**src/rtl/multi_debounce_pkg.sv**
```systemverilog
// rtl/multi_debounce_pkg.sv - shared state encoding and count-width helper for the switch debouncer
package multi_debounce_pkg;

  // Per-channel debounce states; bit 1 doubles as the debounced level.
  typedef enum logic [1:0] {
    ZERO  = 2'b00,
    WAIT1 = 2'b01,
    ONE   = 2'b10,
    WAIT0 = 2'b11
  } db_state_t;

  // Counter width able to hold 0..STABLE_TICKS; never narrower than one bit.
  function automatic int cnt_width(input int stable_ticks);
    return (stable_ticks < 1) ? 1 : $clog2(stable_ticks + 1);
  endfunction

endpackage

```
**src/rtl/debounce_channel.sv**
```systemverilog
// rtl/debounce_channel.sv - one debounce FSM with its tick counter and registered rise/fall pulses
module debounce_channel
  import multi_debounce_pkg::*;
#(
  parameter int STABLE_TICKS = 3
) (
  input  logic clk,
  input  logic reset,
  input  logic sw_bit,
  input  logic tick,
  output logic db,
  output logic rise,
  output logic fall
);

  localparam int            CW   = cnt_width(STABLE_TICKS);
  localparam logic [CW-1:0] LAST = CW'(STABLE_TICKS - 1);

  db_state_t     r_state;
  db_state_t     w_state_next;
  logic [CW-1:0] r_cnt;
  logic [CW-1:0] w_cnt_next;
  logic          r_rise;
  logic          r_fall;
  logic          w_rise_next;
  logic          w_fall_next;

  // State, count and edge-pulse registers; reset drops everything to an idle ZERO.
  always_ff @(posedge clk or posedge reset) begin
    if (reset) begin
      r_state <= ZERO;
      r_cnt   <= '0;
      r_rise  <= 1'b0;
      r_fall  <= 1'b0;
    end else begin
      r_state <= w_state_next;
      r_cnt   <= w_cnt_next;
      r_rise  <= w_rise_next;
      r_fall  <= w_fall_next;
    end
  end

  // Next state: a level change opens a window, a bounce closes it even on a tick cycle.
  always_comb begin
    w_state_next = r_state;
    w_cnt_next   = r_cnt;
    case (r_state)
      ZERO: begin
        if (sw_bit) begin
          w_state_next = WAIT1;
          w_cnt_next   = '0;
        end
      end
      WAIT1: begin
        if (!sw_bit) begin
          w_state_next = ZERO;
          w_cnt_next   = '0;
        end else if (tick) begin
          if (r_cnt == LAST) begin
            w_state_next = ONE;
            w_cnt_next   = '0;
          end else begin
            w_cnt_next = r_cnt + CW'(1);
          end
        end
      end
      ONE: begin
        if (!sw_bit) begin
          w_state_next = WAIT0;
          w_cnt_next   = '0;
        end
      end
      WAIT0: begin
        if (sw_bit) begin
          w_state_next = ONE;
          w_cnt_next   = '0;
        end else if (tick) begin
          if (r_cnt == LAST) begin
            w_state_next = ZERO;
            w_cnt_next   = '0;
          end else begin
            w_cnt_next = r_cnt + CW'(1);
          end
        end
      end
      default: begin
        w_state_next = ZERO;
        w_cnt_next   = '0;
      end
    endcase
  end

  // Pulses only on completed windows, so a bounce back into ONE/ZERO stays silent.
  always_comb begin
    w_rise_next = (r_state == WAIT1) && (w_state_next == ONE);
    w_fall_next = (r_state == WAIT0) && (w_state_next == ZERO);
  end

  assign db   = (r_state == ONE) || (r_state == WAIT0);
  assign rise = r_rise;
  assign fall = r_fall;

endmodule

```
**src/rtl/multi_debounce.sv**
```systemverilog
// rtl/multi_debounce.sv - shared tick prescaler plus CH debounce channels; MULTI_DEBOUNCE_SYNC_EN adds a 2-flop input synchroniser
module multi_debounce
  import multi_debounce_pkg::*;
#(
  parameter int CH           = 4,
  parameter int TICK_W       = 19,
  parameter int STABLE_TICKS = 3
) (
  input  logic          clk,
  input  logic          reset,
  input  logic [CH-1:0] sw,
  output logic [CH-1:0] db,
  output logic [CH-1:0] rise,
  output logic [CH-1:0] fall
);

  if (STABLE_TICKS < 1) begin : g_bad_stable_ticks
    $error("multi_debounce: STABLE_TICKS must be at least 1");
  end
  if (CH < 1) begin : g_bad_ch
    $error("multi_debounce: CH must be at least 1");
  end

  logic [TICK_W-1:0] r_presc;
  logic              w_tick;
  logic [CH-1:0]     w_sw;

  // Free-running prescaler; the all-zero value marks the tick, so the first tick follows reset release.
  always_ff @(posedge clk or posedge reset) begin
    if (reset) begin
      r_presc <= '0;
    end else begin
      r_presc <= r_presc + TICK_W'(1);
    end
  end

  assign w_tick = (r_presc == '0);

`ifdef MULTI_DEBOUNCE_SYNC_EN
  logic [CH-1:0] r_sync1;
  logic [CH-1:0] r_sync2;

  // Two-stage synchroniser for switches that are asynchronous to clk.
  always_ff @(posedge clk or posedge reset) begin
    if (reset) begin
      r_sync1 <= '0;
      r_sync2 <= '0;
    end else begin
      r_sync1 <= sw;
      r_sync2 <= r_sync1;
    end
  end

  assign w_sw = r_sync2;
`else
  assign w_sw = sw;
`endif

  for (genvar gi = 0; gi < CH; gi++) begin : g_ch
    debounce_channel #(
      .STABLE_TICKS(STABLE_TICKS)
    ) u_ch (
      .clk   (clk),
      .reset (reset),
      .sw_bit(w_sw[gi]),
      .tick  (w_tick),
      .db    (db[gi]),
      .rise  (rise[gi]),
      .fall  (fall[gi])
    );
  end

endmodule

```
**config.mk**
```make
export PLATFORM = sky130hd
export DESIGN_NAME = multi_debounce
export DESIGN_NICKNAME = d
export VERILOG_FILES = /design/src/rtl/multi_debounce_pkg.sv /design/src/rtl/debounce_channel.sv /design/src/rtl/multi_debounce.sv
export SDC_FILE = /design/constraint.sdc
export NUM_CORES = 1
export LEC_CHECK = 0
export ABC_AREA = 1
export CAP_MARGIN = 20
export CORE_ASPECT_RATIO = 0.9
export CORE_MARGIN = 4
export CORE_UTILIZATION = 60
export CTS_CLUSTER_DIAMETER = 50
export CTS_CLUSTER_SIZE = 14
export DETAILED_ROUTE_END_ITERATION = 10
export PLACE_DENSITY = 0.82
export SETUP_SLACK_MARGIN = 0.1
export SYNTH_ARGS = -nofsm -noshare
export SYNTH_HDL_FRONTEND = slang
export SYNTH_SLANG_ARGS = --single-unit
```
**constraint.sdc**
```tcl
create_clock -name clk -period 3.6 [get_ports clk]
set_clock_uncertainty 0.1 [all_clocks]
set_input_delay 0.36 -clock clk [delete_from_list [all_inputs] [get_ports clk]]
set_output_delay 0.36 -clock clk [all_outputs]
set_load 0.005 [all_outputs]
```
# Word-level counts from Yosys, hierarchy flattened
# Index checks and enable logic that the tools add are counted.
classes:
  add_sub_neg: 5
  n_eq_ne: 28
  muxes: 64
  reduce_logical: 25
ops:
  columns: ["cell", "count"]
  rows:
  - ["$mux 2", 56]
  - ["$pmux 2 s4", 8]
  - ["$eq 2x2->1 const B", 16]
  - ["$add 19x1->19 const B", 1]
  - ["$logic_not 19->1", 1]
  - ["$logic_not 2->1", 8]
  - ["$ne 2x2->1 const B", 8]
  - ["$add 2x1->2 const B", 4]
  - ["$eq 2x1->1 const B", 4]
  - ["$logic_and 1x1->1", 8]
  - ["$reduce_and 2->1", 4]
  - ["$logic_or 1x1->1", 4]
totals:
  ff_bits: 43
  inputBits: 6

# Logic depth before layout (Yosys ltp)
depth:
  depth_word: 7
  ltp_mapped: 9
  ltp_nobuf: 8

# Hierarchy
# Synthesis repeated with hierarchy kept, for this count alone.
unflattened:
  hier_cells: 294
  hier_area_um2: 2243.4
by_module_without_submodules:
  columns: ["mod", "n_inst", "cells_per_inst", "area_per_inst_um2"]
  rows:
  - ["debounce_channel", 4, 40, 300.3]
  - ["multi_debounce", 1, 134, 1042.2]

# Worst setup path before layout
# Ideal clock, no wire load.
synth_timing:
  path_type: "flip-flop to flip-flop"
  from: "register r_presc[0]"
  to: "register g_ch[1].u_ch.r_state[1]"
  setup_ns: 0.117
  arrival_time_ns: 1.222
  setup_slack_ns: 2.161
  stages_incl_launch_ff: 9
  n_path_buf: 1
  period_less_slack_ns: 1.439
  cell_sequence: "dfrtp_1 inv_1 ha_1 nand3_1 nor2_1 buf_4 nand3_2 o21ai_1 inv_1"
synth_between:
  elab_chain_cells: 4
synth_lines:
  columns: ["element", "line", "source"]
  rows:
  - ["start: declaration", "multi_debounce.sv:24", "logic [TICK_W-1:0] r_presc;"]
  - ["start signal: assignment", "multi_debounce.sv:33", "r_presc <= r_presc + TICK_W'(1);"]
  - ["$logic_not 19->1 *", "multi_debounce.sv:37", "assign w_tick = (r_presc == '0);"]
  - ["$mux 2, on equally long branches", "debounce_channel.sv:77, debounce_channel.sv:58", null]
  - ["$mux 2, on equally long branches", "debounce_channel.sv:74, debounce_channel.sv:55", null]
  - ["$pmux 2 s4 *", "debounce_channel.sv:47", "case (r_state)"]
  - ["net g_ch[1].u_ch.w_state_next[1]", "debounce_channel.sv:20", "db_state_t w_state_next;"]
  - ["end signal: assignment", "debounce_channel.sv:36", "r_state <= w_state_next;"]
  - ["end: declaration", "debounce_channel.sv:19", "db_state_t r_state;"]
# Mark *: on every way through the listed nets, which the timed path passes. The rest lies on a longest branch.
# A chain may end at the register's enable or synchronous reset.

# Final worst setup path
layout_timing:
  from: "register r_presc[0]"
  to: "register g_ch[1].u_ch.r_cnt[0]"
layout_between:
  elab_chain_cells: 4
layout_lines:
  columns: ["element", "line", "source"]
  rows:
  - ["$logic_not 19->1 *", "multi_debounce.sv:37", null]
  - ["$mux 2 *", null, null]
  - ["$mux 2, on equally long branches", null, null]
  - ["$pmux 2 s4 *", null, null]
  - ["end signal: assignment", "debounce_channel.sv:37", "r_cnt <= w_cnt_next;"]
  - ["end: declaration", "debounce_channel.sv:21", "logic [CW-1:0] r_cnt;"]
# Every way passes the cells marked *; elsewhere a longest branch is shown, timed or not.

==> results.cfg <==
[power]
switching_share_pct = 22.06
p_per_area_mw_per_mm2 = 327.7
power_frac_comb_pct = 4.0
switchingPower_uw = 182.9
vdd_ir_drop_max_mv = 0.1521
internal_power_uw = 645.9
p_leak_uw = 0.001293
seq_power_share_pct = 58.6
clkPwrFrac_pct = 37.3

[yosys]
synth_nets = 309
synth-simple-area-share_pct = 33.19
seq_area_frac_synth_pct = 46.26
syn_inst = 301
post_synth.cell_area_avg_um2 = 7.728
synthMuxAreaShare_pct = 0
post-synth-top-area-cell = dfrtp_1
yosysWarnings = 0
synthDistinctLibCells = 25
synth_top_family_by_area = simple AND/OR/NAND/NOR gates
netlist_top_cells_area = dfrtp_1 (46%), nand2_1 (12%), nor2_1 (6.9%), inv_1 (6.6%), nand3_1 (5.2%)
synth_top_area_share_pct = 46.26
synthXorXnorAreaFrac_pct = 4.895
syn_area_mm2 = 0.002326
synth-seq-cells = 43
synth_compound_area_share_pct = 2.636
synthAdderAreaFrac_pct = 1.076

[cells_and_area]
fill_cells = 311
insertedDiodeCount = 0
layout.nets = 316
area.growth.synth_to_final_pct = 8.715
finalNonFillerCells = 354
drive_above_1_share_pct = 8.117
final_cell_mix = nand2_1 (73), nor2_1 (43), dfrtp_1 (43), inv_1 (41), nand3_1 (24)
layout_commonest_cell = nand2_1

[route]
ant_nets = 0
drt_wl_total_mm = 4.052
drt_pass1_iterations = 4
initialDrtViolationCount = 106
wl_per_cell_um = 11.45
vias = 1813
vias_per_cell = 5.121
drc = 0

[placed_design]
placed_cells_incl_taps = 347
gp_congestion = 0.8136
dp_hpwl_mm = 3.091
port_buffers = 17

[cts]
clk_pin_slew_worst_paths_ps = 80
cts_resized = 0
cts.sinks = 43
cts_tree = built
hold_buffers = 0
post_cts_buffers = 0
htreeDepth = 2
numCtsBuffers = 5
worstSkewPairLatency_ps = 300
clock_tree.buffer_depth = 2
root_buffer = clkbuf_8

[setup_path]
crit_fanout = 11
reg2regPathDepth = 8
crit_chain = inv_1 > ha_1 > nand3_1 > nor2_1 > nand2_1 > inv_1 > nor2_1 > a21oi_1
worstSetupStartpointType = register
crit_path_max_incr_delay_ps = 630
r2r-end = g_ch[1].u_ch.r_cnt[0]
required_ps = 3730
r2r_start = r_presc[0]
arrival_ps = 2240
slowest_stage = nor2_1
crit_type = register to register
cp-startpoint = r_presc[0]
r2r_setup_slack_ps = 1490
cp-end-kind = register

[timing]
rsz0062_at_grt = no
tightest_slew_ps = 807.5
final-max-slew-violation-count = 0
final.setup.tns_ps = 0
setup_viol_count_final = 0
hold_violations = 0
finalCriticalPeriod_ps = 2111
relSlewSlack_pct = 45.97
post-route-period-util_pct = 58.65
fmax_mhz = 473.7

[floorplanning]
die-area_mm2 = 0.004938
start_util_pct = 62.34
io_pins = 18
die_x_um = 73.63
die_h_um = 67.07
core-area_mm2 = 0.003731
fp-row-count = 21

[grt]
grt_pass1_vias = 1722
grt_max_degree = 27
grt.total_usage_pct = 19.37
grt_pass1_wl_mm = 7.286
gr-total-overflow = 0
grt_antenna_before_repair = 0

[min_path]
hp-class = primary input to async pin

[run_status]
status = completed

[run]
maxCapViolations = 0
[per-stage QoR]
stage	total power [uW]	hold WS, ps	setup slack (ps)	instance area, um^2	utilization (%)
5_1_grt	858.8	397.0	1206	2529	67.77
3_3_place_gp	529.1	366.3	1611	2441	65.43
4_1_cts	836.6	355.7	1473	2529	67.77
2_1_floorplan	516.7	349.1	2137	2326	-
6_report	828.8	336.4	1489	2529	67.77
3_5_place_dp	529.4	381.5	1462	2441	65.43
[worst max-delay path: cells and delay by family, from the launching register on]
kind | cells | cell delay (ps)
buffers and inverters | 2 | 270
AND/OR/NAND/NOR | 4 | 990
AO/OA/AOI/OAI | 1 | 120
flip-flops | 1 | 420
adder cells (fa/ha/maj) | 1 | 140
[power by group through the flow]
| stage | registers [uW] | logic, uW | clock network, uW |
|---|---|---|---|
| global placement | 495 | 33.7 | 0 |
| CTS | 486 | 34.1 | 317 |
| finish | 486 | 33.5 | 309 |
| detailed placement | 496 | 33.9 | 0 |
| global route | 486 | 39.3 | 333 |
| floorplan | 495 | 21.3 | 0 |
[state kept, by name, summed over array words and instances (netlist names)]
signal / flops
g_ch.u_ch.fall: 4
r_presc: 19
g_ch.u_ch.r_state: 8
g_ch.u_ch.rise: 4
g_ch.u_ch.r_cnt: 8
[worst max path at each step]
stage               cells after the start                    end
global route                            8  g_ch[1].u_ch.r_cnt[0]
finish                                  8  g_ch[1].u_ch.r_cnt[0]
CTS                                     8  g_ch[1].u_ch.r_cnt[0]
detailed placement                      8  g_ch[1].u_ch.r_cnt[0]
global placement                        8  g_ch[1].u_ch.r_cnt[0]
floorplan                               1      g_ch[0].u_ch.fall
[final cells by class]
| cell class | instances | area (um^2) | area share (%) |
|---|---|---|---|
| flip-flops and latches | 43 | 1076 | 42.55 |
| multi-input cells | 198 | 972.2 | 38.45 |
| repair buffers | 18 | 177.7 | 7.026 |
| inverters | 42 | 157.7 | 6.235 |
| clock buffers | 6 | 82.58 | 3.266 |
| well taps | 46 | 57.56 | 2.276 |
| clock inverters | 1 | 5.005 | 0.1979 |
[cells in the mapped netlist, drive strengths merged]
cell / number
nand4: 5
nor3: 9
inv: 42
o21ai: 4
buf: 14
o22ai: 1
ha: 2
or2: 3
nand2: 74
and3: 1
nor2: 48
a21oi: 7
dfrtp: 43
xnor2: 5
clkbuf: 4
xor2: 8
nand3: 30
and2: 1
[routing by layer]
metal  vias to the layer above  track usage [%]  routed length [um]
met4                         0            9.502                  91
met3                        10            4.374                 143
met2                        34            30.64                1853
li1                        933                -                   -
met5                         -                0                   0
met1                       836            24.79                1965
[kinds of logic after synthesis]
group                    count (synthesis)
AO/OA/AOI/OAI                           12
adder cells (fa/ha/maj)                  2
flip-flops                              43
AND/OR/NAND/NOR                        171
buffers and inverters                   60
XOR/XNOR                                13
Note: power is estimated with default switching activity, not from simulation.
